<file path="src/rtl/conv_filter_scheduler_pkg.sv">
// Shared conv-layer definitions: FSM state codes,
// default pass timeout and a clog2 helper for widths.
package conv_filter_scheduler_pkg;

   localparam logic [2:0] ST_IDLE   = 3'd0;
   localparam logic [2:0] ST_ISSUE  = 3'd1;
   localparam logic [2:0] ST_WAIT   = 3'd2;
   localparam logic [2:0] ST_STORE  = 3'd3;
   localparam logic [2:0] ST_FINISH = 3'd4;

   localparam int DEF_TIMEOUT = 4096;

   function automatic int clog2(input int v);
      int r;
      r = 0;
      while ((1 << r) < v) r++;
      return r;
   endfunction

endpackage

</file>
<file path="src/rtl/conv_pass_timer.sv">
// Pass watchdog: TW-bit up-counter with clear, load, enable.
// Ports: clk, rst_n, clr, ld/ld_val, en; expired at TIMEOUT-1.
module conv_pass_timer
   import conv_filter_scheduler_pkg::*;
#(
   parameter int TIMEOUT = DEF_TIMEOUT,
   parameter int TW      = 12
) (
   input  logic          clk,
   input  logic          rst_n,
   input  logic          clr,
   input  logic          ld,
   input  logic [TW-1:0] ld_val,
   input  logic          en,
   output logic          expired
);

   logic [TW-1:0] cnt_q;
   logic [TW-1:0] cnt_d;

   always_comb begin
      cnt_d = cnt_q;
      if (clr)      cnt_d = '0;
      else if (ld)  cnt_d = ld_val;
      else if (en)  cnt_d = cnt_q + TW'(1);
   end

   always_ff @(posedge clk or negedge rst_n) begin
      if (!rst_n) cnt_q <= '0;
      else        cnt_q <= cnt_d;
   end

   assign expired = (cnt_q == TW'(TIMEOUT - 1));

endmodule

</file>
<file path="src/rtl/conv_filter_scheduler.sv">
// Runs up to K filter passes on one shared conv engine.
// Ports: host start/abort/busy/done, engine start/done, bank write.
module conv_filter_scheduler
   import conv_filter_scheduler_pkg::*;
#(
   parameter int K       = 2,
   parameter int KW      = 2,
   parameter int TIMEOUT = DEF_TIMEOUT,
   parameter int TW      = 12
) (
   input  logic          clk,
   input  logic          reset,
   input  logic          start,
   input  logic [KW-1:0] num_filters,
   input  logic          abort,
   output logic          busy,
   output logic          done,
   output logic          timeout_err,
   output logic [KW-1:0] filt_sel,
   output logic          eng_start,
   input  logic          eng_done,
   output logic          res_we,
   output logic [KW-1:0] res_addr,
   output logic [KW-1:0] pass_cnt
);

   localparam logic [KW-1:0] K_W = KW'(K);

   logic [2:0]    state_q, state_d;
   logic [KW-1:0] n_q, n_d;
   logic [KW-1:0] filt_q, filt_d;
   logic [KW-1:0] pass_q, pass_d;
   logic          err_q, err_d;
   logic          tmr_clr, tmr_en, tmr_exp;
   logic [KW-1:0] n_in;

   // oversized requests silently run K passes
   assign n_in = (num_filters > K_W) ? K_W : num_filters;

   conv_pass_timer #(
      .TIMEOUT (TIMEOUT),
      .TW      (TW)
   ) u_timer (
      .clk     (clk),
      .rst_n   (reset),
      .clr     (tmr_clr),
      .ld      (1'b0),
      .ld_val  ('0),
      .en      (tmr_en),
      .expired (tmr_exp)
   );

   always_comb begin
      state_d = state_q;
      n_d     = n_q;
      filt_d  = filt_q;
      pass_d  = pass_q;
      err_d   = err_q;
      tmr_clr = 1'b0;
      tmr_en  = 1'b0;
      unique case (state_q)
         ST_IDLE: begin
            if (start) begin
               n_d     = n_in;
               err_d   = 1'b0;
               pass_d  = '0;
               filt_d  = '0;
               state_d = (n_in == '0) ? ST_FINISH : ST_ISSUE;
            end
         end
         ST_ISSUE: begin
            tmr_clr = 1'b1;
            state_d = abort ? ST_IDLE : ST_WAIT;
         end
         ST_WAIT: begin
            // priority: abort, then engine done, then timeout
            if (abort) begin
               state_d = ST_IDLE;
            end else if (eng_done) begin
               state_d = ST_STORE;
            end else if (tmr_exp) begin
               err_d   = 1'b1;
               state_d = ST_FINISH;
            end else begin
               tmr_en = 1'b1;
            end
         end
         ST_STORE: begin
            if (abort) begin
               state_d = ST_IDLE;
            end else begin
               pass_d = pass_q + KW'(1);
               if (filt_q == n_q - KW'(1)) begin
                  state_d = ST_FINISH;
               end else begin
                  filt_d  = filt_q + KW'(1);
                  state_d = ST_ISSUE;
               end
            end
         end
         ST_FINISH: state_d = ST_IDLE;
         default:   state_d = ST_IDLE;
      endcase
   end

   always_ff @(posedge clk or negedge reset) begin
      if (!reset) begin
         state_q <= ST_IDLE;
         n_q     <= '0;
         filt_q  <= '0;
         pass_q  <= '0;
         err_q   <= 1'b0;
      end else begin
         state_q <= state_d;
         n_q     <= n_d;
         filt_q  <= filt_d;
         pass_q  <= pass_d;
         err_q   <= err_d;
      end
   end

   assign busy        = (state_q != ST_IDLE);
   assign done        = (state_q == ST_FINISH);
   assign eng_start   = (state_q == ST_ISSUE);
   assign res_we      = (state_q == ST_STORE);
   assign res_addr    = filt_q;
   assign filt_sel    = filt_q;
   assign pass_cnt    = pass_q;
   assign timeout_err = err_q;

endmodule

</file>
<file path="config.mk">
export PLATFORM = sky130hd
export DESIGN_NAME = conv_filter_scheduler
export DESIGN_NICKNAME = d
export VERILOG_FILES = /design/src/rtl/conv_filter_scheduler_pkg.sv /design/src/rtl/conv_pass_timer.sv /design/src/rtl/conv_filter_scheduler.sv
export SDC_FILE = /design/constraint.sdc
export NUM_CORES = 1
export LEC_CHECK = 0
export ABC_AREA = 1
export BUFFER_PORTS_ARGS = -buffer_cell sky130_fd_sc_hd__clkbuf_2
export CORE_UTILIZATION = 60
export CTS_CLUSTER_DIAMETER = 100
export DETAILED_ROUTE_END_ITERATION = 8
export GPL_TIMING_DRIVEN = 0
export PLACE_DENSITY = 0.82
export SLEW_MARGIN = 20
export SYNTH_ARGS = -nofsm -noshare
export SYNTH_HDL_FRONTEND = slang
export SYNTH_SLANG_ARGS = --single-unit
</file>
<file path="constraint.sdc">
create_clock -name clk -period 2.4 [get_ports clk]
set_clock_uncertainty 0.15 [all_clocks]
set_input_delay 0.24 -clock clk [delete_from_list [all_inputs] [get_ports clk]]
set_output_delay 0.24 -clock clk [all_outputs]
set_load 0.1 [all_outputs]
</file>
---- After elaboration in Yosys (flattened, before gate mapping) ----
Index checks and enable logic that the tools add are counted.
word-level totals
  register bits ........................... 22
  input port bits ......................... 7
  output and inout port bits .............. 11
  logic and storage cells ................. 63
operators by class
  $add $sub $neg .......................... 4
  $lt $le $gt $ge ......................... 1
  eq/ne operators ......................... 13
  muxes and demuxes ....................... 28
  reduce and logical (&&, ||, !) cells .... 11
operator list
  kind                                                  number
  two-way mux 12 bit                                    2
  two-way mux 3 bit                                     7
  adder 12 x 1 -> 12 bit, second input constant         1
  equality test 12 bit, second input constant           1
  two-way mux 2 bit                                     6
  != test 2 bit, second input constant                  6
  one-hot mux 3 bit (4 select lines)                    1
  two-way mux 1 bit                                     9
  one-hot mux 2 bit (2 select lines)                    2
  equality test 3 x 2 -> 1 bit, second input constant   2
  nonzero test 2 bit                                    3
  AND reduction 5 bit                                   1
  adder 2 x 1 -> 2 bit, second input constant           2
  != test 4 bit, second input constant                  1
  AND reduction 2 bit                                   2
  AND reduction 4 bit                                   1
  equality test 3 x 1 -> 1 bit, second input constant   1
  equality test 3 bit, second input constant            1
  logical NOT 3 bit                                     1
  AND reduction 3 bit                                   1
  nonzero test 3 bit                                    1
  equality test 2 bit                                   1
  greater-than comparator 2 bit, second input constant  1
  logical NOT 2 bit                                     1
  2 further kinds                                       2

---- Logic depth before layout (Yosys ltp) ----
Gate-level depths: netlist of the first run.
  word-level depth ........................ 7
  mapped depth ............................ 10

---- Modules after synthesis ----
A second synthesis of the first run with hierarchy kept.
second synthesis, totals
  cell total of the unflattened synthesis .. 218
  area, all modules ....................... 1,514.0 um^2
modules (own cells, without submodules)
  module                 instances  cells each  area each (um^2)
  conv_pass_timer        1          130         867.1
  conv_filter_scheduler  1          88          646.9

---- Worst setup path after synthesis of the first run ----
Ideal clock, no wire load.
  kind .................................... flip-flop to output port
  start ................................... reg state_q[0]
  end ..................................... out done
  data arrival time ....................... 2,503 ps
  required time ........................... 2,010 ps
  path slack .............................. -493 ps
  cell stages (with the launch flop) ...... 2
  buffers on the path ..................... 0
  path through ............................ dfrtp_1 > nor3_1
between the ends
  longest elaborated chain between the ends .. 1
ends and longest elaborated chain
  element                 line                          source
  start, declared         conv_filter_scheduler.sv:29   logic [2:0] state_q, state_d;
  start signal, assigned  conv_filter_scheduler.sv:114  state_q <= state_d;
  equality test 3 bit     conv_filter_scheduler.sv:123  assign done = (state_q == ST_FINISH);
  end, declared           conv_filter_scheduler.sv:17   output logic done,
Every way passes these cells.

---- Worst setup path in the final report of the first run ----
  start ................................... reg state_q[2]
  end ..................................... out eng_start
between the ends
  longest elaborated chain between the ends .. 1
ends and longest elaborated chain
  element                       line                          source
  equality test 3 x 1 -> 1 bit  conv_filter_scheduler.sv:124  assign eng_start = (state_q == ST_ISSUE);
  end, declared                 conv_filter_scheduler.sv:20   output logic eng_start,
Every way passes these cells.

==> impl_metrics.json, run 1 <==
{
  "initial_utilization_pct": 66.4,
  "grt_pass1_wl_um": 4940,
  "ys_ff_latch": 22,
  "dr_total_vias": 1330,
  "clk_latency_ps": 310,
  "gr-total-overflow": 0,
  "worst-path-buf-inv": 3,
  "async_flop_share_pct": 100,
  "n_antenna_cell": 0,
  "yosys-top-cells-area": "dfrtp_1 40%, nand2_1 19%, inv_1 6.6%",
  "syn_avg_cell_area_um2": 7.09,
  "worst_slew_pin_slew_ps": 543,
  "ios": 18,
  "gp_congestion": 0.912,
  "critPathTopFamily": "buffers and inverters",
  "track_usage_pct": 26.4,
  "ir_drop_uv": 1060,
  "cts_tree": "done",
  "cts_resized": 0,
  "area.growth.synth_to_final_pct": 12.4,
  "fin_crit_sh_pct": 87.8,
  "period_needed_ps": 2110,
  "status": "finished, final reports clean",
  "relSlewSlack_pct": 64.0,
  "fin_hold_ws_ps": 26.9,
  "ys_types": 29,
  "path_max_fanout": 4,
  "slew_viol_final": 0,
  "yosysTopAreaCellShare_pct": 40.2,
  "cts-htree-levels": 1,
  "cts_buffers": 3,
  "cp_cell_sequence": "inv_1 -> nand3_1 -> inv_1 -> clkbuf_2",
  "final_nets": 224,
  "crit_path_start_kind": "register",
  "core_um2": 2060,
  "die_x_um": 49.8,
  "syn_area_um2": 1370,
  "register_area_um2": 551,
  "die_h_um": 49.8,
  "grt_pass1_vias": 1169,
  "multi_input_comb_area_um2": 691,
  "fmax_ghz": 0.475,
  "critical-path-slowest-cell": "clkbuf_2",
  "end_kind": "output pin",
  "synth_top_cell_by_area": "dfrtp_1",
  "route.final.wire_length_um": 2990,
  "postRouteAntennaNets": 0,
  "final_util_pct": 74.6,
  "cts.sinks": 22,
  "p_per_area_nw_per_um2": 1080,
  "rsz0062_at_grt": "no",
  "cpMostUsedCell": "inv_1",
  "synthCells": 193,
  "synth-edff-count": 0,
  "syn-num-nets": 201,
  "dp_hpwl_um": 2250,
  "setup-tns-final_ps": 0,
  "slowest_delay_ps": 470,
  "cts_root_buf": "clkbuf_4",
  "crit_type": "reg -> out",
  "dr.pass1.iters": 8,
  "yosysWarningCount": 0,
  "hp-class": "in -> reg",
  "seq_area_frac_synth_pct": 40.2,
  "drc_errors": 0,
  "cts.path.max_buffers": 2,
  "rows": 16,
  "fillCellCount": 155,
  "grt_max_degree": 23,
  "drt-wirelength-per-cell_um": 12.4,
  "path_clk_slew_ps": 120,
  "ff2ff_setup_slack_ps": 620,
  "dieArea_um2": 2480,
  "critPathRequiredTime_ps": 2010,
  "numPortBuffers": 17,
  "hold_viol_final": 0,
  "finalSetupViolCount": 0,
  "viasPerCell": 5.50,
  "synth-main-ff-cell": "dfrtp_1",
  "worst-endpoint-arrival_ps": 1720,
  "drtIter0Drc": 70,
  "p_leak_nw": 0.846,
  "drive_gt1_share_pct": 17.2,
  "power_w": 0.00166,
  "antenna_found_initial": 0,
  "max-cap-violations": 0
}
==> layout make-up <==
class	instances	area share, %
Timing Repair Buffer	18	6.18
Multi-Input combinational cell	140	44.9
Inverter	26	6.34
Sequential cell	22	35.8
Buffer	5	2.28
Tap cell	27	2.20
Clock buffer	4	2.36
==> synthesized netlist by cell type (all sizes together), types with 3 or more instances <==
| cell type | number |
|---|---|
| buf | 4 |
| inv | 26 |
| nand2 | 72 |
| nand3 | 17 |
| nor3 | 3 |
| o21ai | 5 |
| dfrtp | 22 |
| nor2 | 15 |
| nand4 | 13 |
==> metrics by stage <==
stage,instance area [um2],cells,setup slack [ps]
3_3_place_gp,1490,237,669
6_report,1540,242,293
4_1_cts,1540,242,289
3_5_place_dp,1490,237,647
5_1_grt,1540,242,196
2_1_floorplan,1370,193,372
==> worst register-to-register path, stage by stage (launching register included) <==
cell     delay (ps)
dfrtp_1         390
ha_1            250
nand3_1         160
inv_1           160
nand3_2         100
nand2_4         110
nand2_4          70
inv_2            70
buf_6           140
nand2_1          60
nand2_1          60
==> power by group <==
part	internal, W	switching (W)	total (W)
registers	0.000436	0.0000675	0.000503
logic	0.000192	0.000752	0.000944
clock network	0.0000926	0.000117	0.000210
==> logic make-up after synthesis <==
kind of cell	Yosys count	share of synthesized area, %
fa+ha+maj	1	0.914
flops	22	40.2
xor+xnor	3	1.92
compound gates	13	5.94
simple gates	123	41.3
buf+inv	31	9.69
==> state kept, by name, summed over array words and instances, names as in the netlist <==
signal	cells
u_timer.cnt_q	12
state_q	3
filt_sel	2
n_q	2
pass_cnt	2
timeout_err	1
==> cell usage in the layout (no fill, tap or decap), types with 3 or more instances in the layout <==
cell / netlist / final
o21ai_0: 4 / 4
nor2_1: 12 / 12
nand4_1: 13 / 13
inv_1: 24 / 24
dfrtp_1: 22 / 22
clkbuf_2: 0 / 17
nand2_1: 70 / 70
nand3_1: 16 / 16
clkbuf_4: 0 / 3
==> final timing paths <==
path	endpoint	cells after the start	startpoint
max	eng_start	4	state_q[2]$_DFFE_PN0P_
min	state_q[1]$_DFFE_PN0P_	2	abort
max reg2reg	u_timer.cnt_q[6]$_DFFE_PN0P_	10	u_timer.cnt_q[1]$_DFFE_PN0P_
min reg2reg	timeout_err$_DFFE_PN0P_	2	timeout_err$_DFFE_PN0P_
max in group asynchronous	u_timer.cnt_q[0]$_DFFE_PN0P_	2	reset
min in group asynchronous	u_timer.cnt_q[8]$_DFFE_PN0P_	2	reset
==> routing by layer <==
metal / GRT usage, % / vias up / routed length, um
li1: - / 664 / -
met5: 0 / - / 0
met1: 34.7 / 598 / 1330
met3: 2.78 / 8 / 222
met4: 10.5 / 0 / 48
met2: 44.4 / 60 / 1390
==> what timing repair did <==
| action | CTS | global route |
|---|---|---|
| buffers inserted | 0 | 0 |
| hold buffers | 1 | 0 |
| hold endpoints to repair | 22 | 0 |
(Power assumes the default switching activity.)
==> inputs of run 2 (changes only) <==
Settings changed: CORE_UTILIZATION 60 to 56, PLACE_DENSITY 0.82 to 0.78.
Clock period 2.4 ns to 2.14 ns, I/O delays scaled along.
==> impl_metrics.json, run 2 (synthesis gave the netlist of run 1 again) <==
{
  "status": "finished, final reports clean",
  "route.final.wire_length_um": 2910,
  "critPathRequiredTime_ps": 1780,
  "ff2ff_setup_slack_ps": 370,
  "final_nets": 224,
  "die_h_um": 51.4,
  "layout_common_cells": "70 x nand2_1, 24 x inv_1, 22 x dfrtp_1",
  "crit_path_start_kind": "register",
  "die_x_um": 51.4,
  "gr-total-overflow": 0,
  "clk_latency_ps": 300,
  "viasPerCell": 5.41,
  "dp_hpwl_um": 2180,
  "p_leak_nw": 0.848,
  "pwr-share-comb_pct": 57.0,
  "rsz0062_at_grt": "no",
  "finalSetupViolCount": 0,
  "holdPathStages": 2,
  "slew_viol_final": 0,
  "met3_usage_pct": 3.87,
  "reg_top3": "u_timer.cnt_q x12, state_q x3",
  "initial_utilization_pct": 60.7,
  "final_common_cell": "nand2_1",
  "top_register": "u_timer.cnt_q",
  "worst-endpoint-arrival_ps": 1680,
  "worst_slew_pin_slew_ps": 561,
  "track_usage_pct": 25.8,
  "r2r_end": "u_timer.cnt_q[7]$_DFFE_PN0P_",
  "r2r_start": "u_timer.cnt_q[1]$_DFFE_PN0P_",
  "grt_busiest_layer": "met2",
  "final_util_pct": 68.3,
  "drc_errors": 0,
  "ir_drop_uv": 1270,
  "hp-start": "abort",
  "fin_hold_ws_ps": 20.1,
  "slowest_delay_ps": 440,
  "postRouteAntennaNets": 0,
  "numPortBuffers": 17,
  "dr.pass1.iters": 4,
  "crit_type": "reg -> out",
  "max-cap-violations": 0,
  "reg2regPathDepth": 10,
  "ios": 18,
  "cts-htree-levels": 1,
  "fin_crit_sh_pct": 95.3,
  "rows": 17,
  "path_clk_slew_ps": 120,
  "intPower_w": 0.000809,
  "cts.path.max_buffers": 2,
  "fmax_ghz": 0.490,
  "switching_share_pct": 56.1,
  "grt_pass1_vias": 1201,
  "use_met2_pct": 40.7,
  "hold_end": "state_q[1]$_DFFE_PN0P_",
  "critical-path-slowest-cell": "buf_2",
  "largest_reg_flops": 12,
  "cp_cell_sequence": "inv_1 -> nand3_1 -> inv_1 -> buf_2",
  "grt_pass1_wl_um": 5070,
  "power_w": 0.00184,
  "p_switching_w": 0.00103,
  "cts.sinks": 22,
  "drive_gt1_share_pct": 17.2,
  "relSlewSlack_pct": 62.6,
  "dieArea_um2": 2650,
  "period_needed_ps": 2040,
  "core_um2": 2250,
  "antenna_found_initial": 0,
  "grt_use_met1_pct": 36.4,
  "setup-tns-final_ps": 0,
  "path_max_fanout": 4,
  "area.growth.synth_to_final_pct": 12.5,
  "drt-wirelength-per-cell_um": 12.0,
  "drtIter0Drc": 39,
  "grt_max_degree": 23,
  "dr_total_vias": 1315,
  "pwr-share-seq_pct": 30.6,
  "clkPwrFrac_pct": 12.4,
  "n_antenna_cell": 0,
  "cpMostUsedCell": "inv_1",
  "p_per_area_nw_per_um2": 1200,
  "cts_tree": "done",
  "hold_viol_final": 0,
  "end_kind": "output pin",
  "cts_buffers": 3,
  "postCtsSetupBuffers": 0,
  "cts_root_buf": "clkbuf_4",
  "gp_congestion": 0.911,
  "hp-class": "in -> reg"
}
## run 2: worst max path at each step
stage                           startpoint        end  slack [ps]  cells past startpoint
floorplan           state_q[0]$_DFFE_PN0P_       done         140                      1
global placement    state_q[2]$_DFFE_PN0P_  eng_start         430                      4
detailed placement  state_q[2]$_DFFE_PN0P_  eng_start         410                      4
CTS                 state_q[2]$_DFFE_PN0P_  eng_start          50                      4
global route        state_q[2]$_DFFE_PN0P_     res_we           1                      4
finish              state_q[2]$_DFFE_PN0P_  eng_start         100                      4
## run 2: layout make-up
type | instances | area, um2
buffer | 5 | 35.0
inverter | 26 | 97.6
timing repair buffer | 18 | 95.1
fill | 209 | 714
multi-input combinational | 140 | 691
clock buffer | 4 | 36.3
sequential | 22 | 551
tap | 28 | 35.0
## run 2: critical path, delay by kind of cell, from the launching register on
kind | cells | cell delay [ps]
buf+inv | 3 | 730
flops | 1 | 420
simple gates | 1 | 230
## run 2: timing repair
item,CTS,global route
hold buffers,1,0
setup endpoints to repair,0,2
endpoints found under the hold margin,22,0
resized for setup,0,2
## run 2: power by group through the flow
stage / clock [W] / combinational, W / sequential, W
floorplan: 0 / 0.000695 / 0.000736
global placement: 0 / 0.00104 / 0.000566
detailed placement: 0 / 0.00105 / 0.000573
CTS: 0.000235 / 0.00105 / 0.000564
global route: 0.000252 / 0.00113 / 0.000573
finish: 0.000229 / 0.00105 / 0.000563
## run 2: stage by stage
step	cell area, um2	setup WS [ps]	std cells
floorplan	1370	138	193
global placement	1490	432	238
detailed placement	1490	408	238
global route	1540	1.10	243
finish	1540	100	243
CTS	1540	51.8	243
## run 2: metal layers
layer	part of all wire (%)	vias to the layer above
met5	0	-
met4	1.0	0
met3	4.4	4
met2	46	39
met1	49	609
li1	-	663
==> inputs of run 3 (changes only) <==
Settings changed: BUFFER_PORTS_ARGS -buffer_cell sky130_fd_sc_hd__clkbuf_2 to not set, CORE_UTILIZATION 56 to 60, DONT_BUFFER_PORTS set to 1, PLACE_DENSITY 0.78 to 0.76, SYNTH_HIERARCHICAL set to 1.
==> impl_metrics.json, run 3 <==
{
  "status": "finished, final reports clean",
  "path_clk_slew_ps": 130,
  "cts.sinks": 22,
  "drive_gt1_share_pct": 21.6,
  "yosys-top-cells-area": "dfrtp_1 36%, nand2_1 14%, nor2_1 8.2%",
  "reg2regPathDepth": 12,
  "final_nets": 264,
  "crit_path_start_kind": "register",
  "n_antenna_cell": 0,
  "grt_pass1_vias": 1440,
  "syn_avg_cell_area_um2": 6.94,
  "dp_hpwl_um": 2420,
  "worst-endpoint-arrival_ps": 2130,
  "crit_type": "reg -> reg",
  "ios": 18,
  "clk_latency_ps": 310,
  "path_max_fanout": 5,
  "cts_root_buf": "clkbuf_4",
  "yosysWarningCount": 6,
  "critical-path-slowest-cell": "dfrtp_1",
  "track_usage_pct": 29.1,
  "area.growth.synth_to_final_pct": 21.5,
  "design_area_um2": 1840,
  "path_depth": 12,
  "dr_total_vias": 1499,
  "fmax_ghz": 0.482,
  "gr-total-overflow": 0,
  "layout_common_cells": "54 x nand2_1, 32 x nor2_1, 20 x inv_1, 20 x nand3_1",
  "critPathTopFamily": "simple AND/OR/NAND/NOR gates",
  "fin_crit_sh_pct": 96.9,
  "die_x_um": 52.2,
  "grt_max_degree": 23,
  "slowest_delay_ps": 380,
  "cp_cell_sequence": "ha_2 -> nand2_4 -> nor3_4 -> and3_4 -> inv_1 -> nand2_2 -> inv_2 -> o21bai_4 -> buf_6 -> nor2_1 -> nand2_1 -> o21ai_0",
  "r2r_start": "u_timer/cnt_q[1]$_DFFE_PN0P_",
  "synth_top_cell_by_area": "dfrtp_1",
  "finalSetupViolCount": 0,
  "p_per_area_nw_per_um2": 1310,
  "worst-path-buf-inv": 3,
  "slew_viol_final": 0,
  "place_area_um2": 1640,
  "fillCellCount": 170,
  "worst_slew_pin_slew_ps": 979,
  "grt_pass1_wl_um": 5820,
  "rows": 17,
  "hp-class": "in -> reg",
  "initial_utilization_pct": 65.9,
  "drtIter0Drc": 45,
  "cts_tree": "done",
  "final_common_cell": "nand2_1",
  "cts-htree-levels": 1,
  "synth.most_common_cell": "nand2_1",
  "dieArea_um2": 2730,
  "numPortBuffers": 0,
  "reg_top3": "u_timer/cnt_q x12, state_q x3",
  "ff2ff_setup_slack_ps": 70,
  "multi_input_comb_area_um2": 931,
  "largest_reg_flops": 12,
  "startpoint": "u_timer/cnt_q[1]$_DFFE_PN0P_",
  "end_kind": "register",
  "top_register": "u_timer/cnt_q",
  "antenna_found_initial": 0,
  "yosysTopAreaCellShare_pct": 36.4,
  "core_um2": 2300,
  "r2r_end": "u_timer/cnt_q[4]$_DFFE_PN0P_",
  "relSlewSlack_pct": 34.5,
  "ys_ff_latch": 22,
  "ys_types": 36,
  "viasPerCell": 5.30,
  "route.final.wire_length_um": 3610,
  "cts.path.max_buffers": 2,
  "p_leak_nw": 0.951,
  "fin_hold_ws_ps": 14.5,
  "drc_errors": 0,
  "synth-main-ff-cell": "dfrtp_1",
  "gp_congestion": 0.843,
  "drt-wirelength-per-cell_um": 12.8,
  "ir_drop_uv": 1190,
  "critPathRequiredTime_ps": 2200,
  "async_flop_share_pct": 100,
  "dr.pass1.iters": 4,
  "register_area_um2": 554,
  "synth-edff-count": 0,
  "seq_area_frac_synth_pct": 36.4,
  "crit_end": "u_timer/cnt_q[4]$_DFFE_PN0P_",
  "postRouteAntennaNets": 0,
  "max-cap-violations": 0,
  "cts_buffers": 3,
  "synthCells": 218,
  "syn_area_um2": 1510,
  "die_h_um": 52.2,
  "period_needed_ps": 2070,
  "synth_common_cells": "56 x nand2_1, 33 x nor2_1, 22 x dfrtp_1, 22 x inv_1, 20 x nand3_1",
  "hold_viol_final": 0
}
[run 3: power breakdown]
part           switching (W)  total (W)  internal [W]
clock               0.000131   0.000235      0.000104
combinational       0.000859    0.00126      0.000399
sequential          0.000347   0.000916      0.000568
total                0.00134    0.00241       0.00107
[run 3: stage by stage]
step	instances	total power (W)	setup TNS [ps]	worst slack (ps)	util, %
finish	283	0.00241	0	66.7	80.1
global route	283	0.00256	-31.3	-18.3	80.1
CTS	277	0.00232	0	9.12	77.0
detailed placement	264	0.00202	-811	-138	71.2
global placement	264	0.00195	-200	-58.3	70.9
floorplan	236	0.00183	0	93.3	-
[run 3: worst min-delay path, delay by kind of cell]
family | cells | cell delay (ps)
buf+inv | 1 | 50
compound gates | 1 | 50
simple gates | 1 | 130
[run 3: how the worst min path moves through the flow]
| stage | end | slack (ps) | depth (start not counted) | from |
|---|---|---|---|---|
| after CTS | state_q[2]$_DFFE_PN0P_ | 10 | 3 | num_filters[0] |
| after floorplan | filt_sel[0]$_DFFE_PN0P_ | -230 | 0 | reset |
| after detailed placement | timeout_err$_DFFE_PN0P_ | -230 | 0 | reset |
| final | timeout_err$_DFFE_PN0P_ | 10 | 3 | start |
| after global routing | timeout_err$_DFFE_PN0P_ | 10 | 3 | start |
| after global placement | state_q[2]$_DFFE_PN0P_ | -230 | 0 | reset |
[run 3: cell type report]
cell class	count	area share, %
multi-input combinational	179	50.6
sequential	22	30.1
timing repair buffer	15	6.87
inverter	30	6.19
buffer	5	2.31
clock buffer	4	1.97
tap	28	1.90
[run 3: timing repair]
item / 4_1_cts / 5_1_grt
setup buffers: 4 / 4
endpoints found under the setup margin: 16 / 12
endpoints found under the hold margin: 25 / 22
pin swaps: 2 / 6
hold buffers: 5 / 1
resized for setup: 6 / 10
cloned: 0 / 1
[run 3: logic make-up after synthesis]
logic type	synth area share, %
simple gates	40.8
buf+inv	10.2
compound gates	10.3
flops	36.4
xor+xnor	1.16
fa+ha+maj	0.826
other cells	0.248
[run 3: layer usage]
layer	global-route usage [%]	part of all wire, %	vias up
li1	-	-	751
met1	31.5	40	681
met2	57.7	53	55
met3	2.61	5.1	12
met4	10.5	2.5	0
met5	0	0	-
